## src/rtl/onehot_sched_pkg.sv

```systemverilog
// Shared definitions for the one-hot sequencer scheduler.
// Holds bit indices of the sequencer state vector, of the cmd vector and of
// a requester's route field, plus the scheduler phase encoding.
package onehot_sched_pkg;

    // Bit positions in the observed one-hot sequencer state
    localparam int S0 = 0;
    localparam int S1 = 1;
    localparam int S2 = 2;
    localparam int S3 = 3;
    localparam int S4 = 4;
    localparam int S5 = 5;

    // Bit positions in cmd
    localparam int CMD_GO = 0;
    localparam int CMD_A  = 1;
    localparam int CMD_X  = 2;

    // Bit positions in a requester's 2-bit route
    localparam int RT_A = 0;
    localparam int RT_X = 1;

    // IDLE: no grant; ARM: granted, waiting for S1; RUN: sequencer walking
    typedef enum logic [1:0] {
        IDLE = 2'd0,
        ARM  = 2'd1,
        RUN  = 2'd2
    } phase_t;

endpackage

```

## src/rtl/onehot_sched_if.sv

```systemverilog
// Bundle between the scheduler, its requesters and the shared sequencer.
//   req   : per-requester request
//   route : route[2i+1:2i] for requester i
//   state : one-hot state observed from the sequencer
//   cmd   : command to the sequencer
//   gnt   : one-hot grant (or zero)
//   done  : one-cycle completion pulse
//   busy  : a grant is active
//   err   : sticky error
// master drives requests and sequencer state; slave is the scheduler.
interface onehot_sched_if #(parameter int R = 4);
    logic [R-1:0]   req;
    logic [2*R-1:0] route;
    logic [5:0]     state;
    logic [2:0]     cmd;
    logic [R-1:0]   gnt;
    logic [R-1:0]   done;
    logic           busy;
    logic           err;

    modport master (output req, route, state, input cmd, gnt, done, busy, err);
    modport slave  (input req, route, state, output cmd, gnt, done, busy, err);
endinterface

```

## src/rtl/onehot_sched_rr_arbiter.sv

```systemverilog
// Combinational round-robin arbiter.
//   req : request vector
//   ptr : index with highest priority; search proceeds upward, wrapping
//   win : one-hot winner (zero when no request)
//   any : at least one request present
module rr_arbiter #(
    parameter int R = 4
) (
    input  logic [R-1:0]         req,
    input  logic [$clog2(R)-1:0] ptr,
    output logic [R-1:0]         win,
    output logic                 any
);

    int unsigned idx;
    logic        found;

    always_comb begin
        win   = '0;
        any   = |req;
        found = 1'b0;
        idx   = 0;
        for (int unsigned k = 0; k < R; k++) begin
            idx = 32'(ptr) + k;
            if (idx >= R) idx = idx - R;
            if (!found && req[idx]) begin
                win[idx] = 1'b1;
                found    = 1'b1;
            end
        end
    end

endmodule

```

## src/rtl/onehot_sched.sv

```systemverilog
// Round-robin scheduler sharing a six-state one-hot sequencer between R
// requesters. Grants one requester, latches its route, steers the
// sequencer via cmd and pulses done when the sequencer returns to S0.
// A watchdog and a one-hot check on state raise a sticky err.
//   clk, rst : clock, asynchronous active-high reset
//   bus      : onehot_sched_if slave (req/route/state in; cmd/gnt/done/busy/err out)
module onehot_sched
    import onehot_sched_pkg::*;
#(
    parameter int R   = 4,
    parameter int TMO = 8
) (
    input logic            clk,
    input logic            rst,
    onehot_sched_if.slave  bus
);

    localparam int PW = $clog2(R);
    localparam int WW = $clog2(TMO);

    phase_t          phase;
    logic [PW-1:0]   ptr;
    logic [PW-1:0]   ptr_next;
    logic [PW-1:0]   win_idx;
    logic [R-1:0]    win;
    logic            any;
    logic [R-1:0]    gnt;
    logic [R-1:0]    done;
    logic [1:0]      rte;
    logic [1:0]      win_rte;
    logic [WW-1:0]   wdog;
    logic            err;
    logic            busy;
    logic [2:0]      cmd;

    rr_arbiter #(.R(R)) u_arb (
        .req (bus.req),
        .ptr (ptr),
        .win (win),
        .any (any)
    );

    // Winner index and its route, plus the pointer value that follows it
    always_comb begin
        win_idx = '0;
        win_rte = '0;
        for (int unsigned i = 0; i < R; i++) begin
            if (win[i]) begin
                win_idx = PW'(i);
                win_rte = bus.route[2*i +: 2];
            end
        end
        ptr_next = (win_idx == PW'(R - 1)) ? '0 : win_idx + 1'b1;
    end

    always_ff @(posedge clk or posedge rst) begin
        if (rst) begin
            phase <= IDLE;
            ptr   <= '0;
            gnt   <= '0;
            done  <= '0;
            rte   <= '0;
            wdog  <= '0;
            err   <= 1'b0;
        end else begin
            done <= '0;
            if (!$onehot(bus.state)) err <= 1'b1;
            case (phase)
                IDLE: begin
                    if (any && !err && bus.state[S0]) begin
                        gnt   <= win;
                        rte   <= win_rte;
                        ptr   <= ptr_next;
                        wdog  <= '0;
                        phase <= ARM;
                    end
                end
                ARM, RUN: begin
                    // Completion beats the watchdog when both land on one edge
                    if (phase == RUN && bus.state[S0]) begin
                        phase <= IDLE;
                        gnt   <= '0;
                        done  <= gnt;
                    end else if (wdog == WW'(TMO - 1)) begin
                        phase <= IDLE;
                        gnt   <= '0;
                        err   <= 1'b1;
                    end else begin
                        wdog <= wdog + 1'b1;
                        if (phase == ARM && bus.state[S1]) phase <= RUN;
                    end
                end
                default: phase <= IDLE;
            endcase
        end
    end

    assign busy = (phase != IDLE);

    // The route decode at S1 must already apply in ARM: the sequencer sits
    // in S1 during the cycle before started is registered.
    always_comb begin
        cmd = '0;
        if (busy && !err) begin
            if (bus.state[S0]) begin
                if (phase == ARM) cmd[CMD_GO] = 1'b1;
            end else if (bus.state[S1]) begin
                cmd[CMD_A]  = rte[RT_A];
                cmd[CMD_GO] = ~rte[RT_A];
            end else if (bus.state[S4]) begin
                cmd[CMD_X] = rte[RT_X];
            end
        end
    end

    assign bus.cmd  = cmd;
    assign bus.gnt  = gnt;
    assign bus.done = done;
    assign bus.busy = busy;
    assign bus.err  = err;

    a_gnt_onehot0: assert property (@(posedge clk) disable iff (rst)
        $onehot0(gnt));
    a_done_follows_gnt: assert property (@(posedge clk) disable iff (rst)
        (|done) |-> (done == $past(gnt)));
    a_cmd_idle_zero: assert property (@(posedge clk) disable iff (rst)
        !busy |-> (cmd == 3'b000));
    a_err_sticky: assert property (@(posedge clk) disable iff (rst)
        $past(err) |-> err);

endmodule

```

## src/flat_wrapper.sv

```systemverilog
// flat-port wrapper written by rule: the top's interface ports become plain ports
module onehot_sched_flat import onehot_sched_pkg::*;
#(
    parameter int R   = 4,
    parameter int TMO = 8
)
  (clk, rst, bus_req, bus_route, bus_state, bus_cmd, bus_gnt, bus_done, bus_busy, bus_err);
  onehot_sched_if #(.R(R)) bus_i ();
  input logic clk;
  input logic rst;
  input wire logic [$bits(bus_i.req)-1:0] bus_req;
  input wire logic [$bits(bus_i.route)-1:0] bus_route;
  input wire logic [$bits(bus_i.state)-1:0] bus_state;
  output wire logic [$bits(bus_i.cmd)-1:0] bus_cmd;
  output wire logic [$bits(bus_i.gnt)-1:0] bus_gnt;
  output wire logic [$bits(bus_i.done)-1:0] bus_done;
  output wire logic [$bits(bus_i.busy)-1:0] bus_busy;
  output wire logic [$bits(bus_i.err)-1:0] bus_err;
  assign bus_i.req = bus_req;
  assign bus_i.route = bus_route;
  assign bus_i.state = bus_state;
  assign bus_cmd = bus_i.cmd;
  assign bus_gnt = bus_i.gnt;
  assign bus_done = bus_i.done;
  assign bus_busy = bus_i.busy;
  assign bus_err = bus_i.err;
  onehot_sched #(.R(R), .TMO(TMO)) u_core (.clk(clk), .rst(rst), .bus(bus_i));
endmodule
```

## config.mk

```make
export PLATFORM = sky130hd
export DESIGN_NAME = onehot_sched_flat
export DESIGN_NICKNAME = d
export VERILOG_FILES = /design/src/rtl/onehot_sched_pkg.sv /design/src/rtl/onehot_sched_if.sv /design/src/rtl/onehot_sched_rr_arbiter.sv /design/src/rtl/onehot_sched.sv /design/src/flat_wrapper.sv
export SDC_FILE = /design/constraint.sdc
export NUM_CORES = 1
export LEC_CHECK = 0
export BUFFER_PORTS_ARGS = -buffer_cell sky130_fd_sc_hd__buf_2
export CORE_MARGIN = 4
export CORE_UTILIZATION = 30
export CTS_BUF_LIST = sky130_fd_sc_hd__clkbuf_4 sky130_fd_sc_hd__clkbuf_8
export DETAILED_ROUTE_END_ITERATION = 8
export PLACE_DENSITY = 0.61
export SLEW_MARGIN = 0
export SYNTH_ARGS = -nofsm -noshare
export SYNTH_HDL_FRONTEND = slang
export SYNTH_SLANG_ARGS = --single-unit
```

## constraint.sdc

```tcl
create_clock -name clk -period 3.63 [get_ports clk]
set_clock_uncertainty 0.05 [all_clocks]
set_input_delay 0.363 -clock clk [delete_from_list [all_inputs] [get_ports clk]]
set_output_delay 0.363 -clock clk [all_outputs]
set_load 0.03 [all_outputs]
```

==> summary.md <==
| Metric | Value |
|---|---|
| Max-slew violation count | 0 |
| Initial antenna violation count | 0 |
| Vias in the first global route | 1322 |
| Max incr delay on CP | 600 ps |
| Worst hold-check path type | in -> async |
| First-pass GRT wire length | 6170 um |
| Vias/cell | slightly below 5 |
| Final core utilization | 0.371 |
| EDFF count, synth | 0 |
| Die W | 78.4 um |
| Unique masters post-synth | 51 |
| Worst-margin pin slew | between 600 and 700 ps |
| Synth Instances | 154 |
| Post-CTS setup buffer count | 0 |
| Ys flop type | dfrtp_1 |
| Per-cell routed wire length | 13.4 um |
| Critical path's slowest cell | dfrtp_1 |
| Worst r2r src | u_core.ptr[0] |
| Critical path, cell by cell | inv_1, ha_1, mux4_2, nor2b_1, a222oi_1, a21boi_1, inv_1, a22o_1 |
| Share of layout cells above drive strength 1 | 0.230 |
| IO Pins | 33 |
| Maximum VDD drop | 0.130 mV |
| Row count | 25 |
| Design Area, Final | 1760 um2 |
| Mapped cell area | 1490 um2 |
| Lkg Pwr | 0.860 nW |
| Num CTS Buffers | 3 |
| Crit path time final | roughly 2900 ps |
| PostCTS Resize Cnt | 0 |
| Max_cap viols | 0 |
| Startpoint Class | register |
| Largest buffer count on any clock path | 2 |
| Footprint of the multi-input gates | 958 um2 |
| Post-synthesis sequential area ratio | 0.303 |
| CTS Hold Bufs | 0 |
| Final Setup Violations | 0 |
| Skew-Pair Late Insertion Delay | 260 ps |
| Setup TNS | 0 ps |
| Setup ws final | approximately 750 ps |
| Area leader, netlist | dfrtp_1 |
| Critical Path RT | 3730 ps |
| Num Clock Sinks | 18 |
| Pre-CTS setup slack | 738 ps |
| Drt initial violations | 42 |
| Initial Utilization | 0.312 |
| Drc violations | 0 |
| Status | finished, final reports clean |
| Vias | 1257 |
| Synth Net Count | 192 |
| YS warnings | 0 |
| Antenna fix cells | 0 |
| Fill cell total of the finished layout | roughly 500 |
| Die height | 78.4 um |
| Period utilization | 0.793 |
| DIE AREA | 6140 um2 |
| CTS clk-pin slew, worst paths | 70 ps |
| Flops & latches, synth | 18 |
| Most frequent cells in the layout | buf_2, dfrtp_1, ha_1, inv_1, nand2_1 |
| Final antenna-violating net count | 0 |
| R2R cell count | 8 |
| Synth Area per Inst | 9.64 um2 |
| Global placer's final weighted congestion | 0.824 |
| R2r endpoint | u_core.bus.gnt[0] |
| Fin. Hold Viols | 0 |
| Placed Area | around 1700 um2 |
| CTS H-tree lvls | 1 |
| CP arrival | 2980 ps |
| Most common cell after layout, fill and taps aside | buf_2 |
| I/O Buffers | 32 |
| Overall routing resource usage | 0.124 |
| Area contributors post-synth | dfrtp_1, ha_1, a22o_1 |
| CTS tree | built |
| Total gr overflow | 0 |
| Worst slew margin | 0.537 |
| Worst path most repeated cell | inv_1 |
| Share of the synthesized area in the top cell type | 0.303 |
| Crit Path Class | reg -> reg |
| Ys async rst share | 1.00 |
| PwrDens | 386 nW/um2 |
| Largest net degree at the start of global routing | 19 |
| CP Max Fanout | 14 |
| Clock root buffer | clkbuf_8 |
| Fmax | 347 MHz |
| Nets@finish | approximately 230 |
| Crit path capture type | register |
| RSZ-0062 raised after global routing | no |
| Core ar. | approximately 4800 um2 |
| Area Growth Syn to Fin | 18.8% |
| Routed wire length | 3400 um |
| Sequential cell area | 450 um2 |
| DP HPWL | 2720 um |
| Slack of the worst reg-to-reg path | around 750 ps |
| Pre-antenna DRT Iters | 4 |
## worst max-delay path: cells and delay by family (launching register included)
family | cells | cell delay [ps]
AO/OA/AOI/OAI | 3 | 700
adder cells (fa/ha/maj) | 1 | 450
buffers and inverters | 2 | 180
flip-flops | 1 | 600
multiplexers | 1 | 590
AND/OR/NAND/NOR | 1 | 200
## state kept, by name, indices dropped and copies added, names as in the netlist
| name | count |
|---|---|
| u_core.bus.err | 1 |
| u_core.ptr | 2 |
| u_core.bus.done | 4 |
| u_core.bus.gnt | 4 |
| u_core.wdog | 3 |
| u_core.rte | 2 |
| u_core.phase | 2 |
## metrics by stage
step / hold WS [ps] / cells / total power [mW]
2_1_floorplan: 252 / 154 / 0.439
3_3_place_gp: 423 / 250 / 0.517
3_5_place_dp: 432 / 250 / 0.519
4_1_cts: 179 / 254 / 0.692
5_1_grt: 227 / 254 / 0.737
6_report: 153 / 254 / 0.682
## synth_stat cells, types with 2 or more instances
master	number
nor2_1	2
dfrtp_1	18
o21ai_0	5
a22oi_1	2
o31ai_1	2
fa_1	2
or3b_1	2
o21ai_1	3
nand2_1	11
nand2b_1	3
mux4_2	2
ha_1	16
and2_1	2
and3_1	5
inv_1	15
nand3_1	2
nor2b_1	3
nand4b_1	3
a21o_1	3
a31oi_1	2
a22o_1	7
a21oi_1	6
nor3b_1	4
nor3_1	5
o211ai_1	2
a21boi_1	2
## layout make-up
cell class | count | area share
Sequential cell | 18 | 0.255
Tap cell | 67 | 0.0475
Multi-Input combinational cell | 118 | 0.543
Timing Repair Buffer | 32 | 0.0908
Inverter | 15 | 0.0319
Clock buffer | 4 | 0.0312
## cells by family after synthesis
kind of cell | Yosys count | share of synthesized area
DFF | 18 | 0.303
adders and majority gates | 18 | 0.162
buffers and inverters | 18 | 0.0514
AOI/OAI and AO/OA | 43 | 0.214
xor gates and xnor gates | 1 | 0.00590
muxes | 4 | 0.0446
and+or+nand+nor | 52 | 0.219
## layer usage
metal  vias up  global-route usage  wire [um]
met5         -                   0          0
met4         0              0.0367         40
met3         4              0.0161         80
met2        26               0.207       1630
met1       585               0.167       1650
li1        642                   -          -
## worst max-delay path by stage
stage,from,cells past startpoint,end
2_1_floorplan,u_core.ptr[0],10,u_core.bus.gnt[0]
3_3_place_gp,u_core.ptr[0],8,u_core.rte[0]
3_5_place_dp,u_core.ptr[0],8,u_core.bus.gnt[0]
4_1_cts,u_core.ptr[0],8,u_core.bus.gnt[0]
5_1_grt,u_core.ptr[0],7,u_core.rte[1]
6_report,u_core.ptr[0],8,u_core.bus.gnt[0]
## power breakdown
group          internal [mW]  switching (mW)
clock network         0.0964          0.0714
logic                 0.0932           0.165
registers              0.233          0.0233
total                  0.422           0.259
No activity file was read; power rests on OpenSTA's default activity.
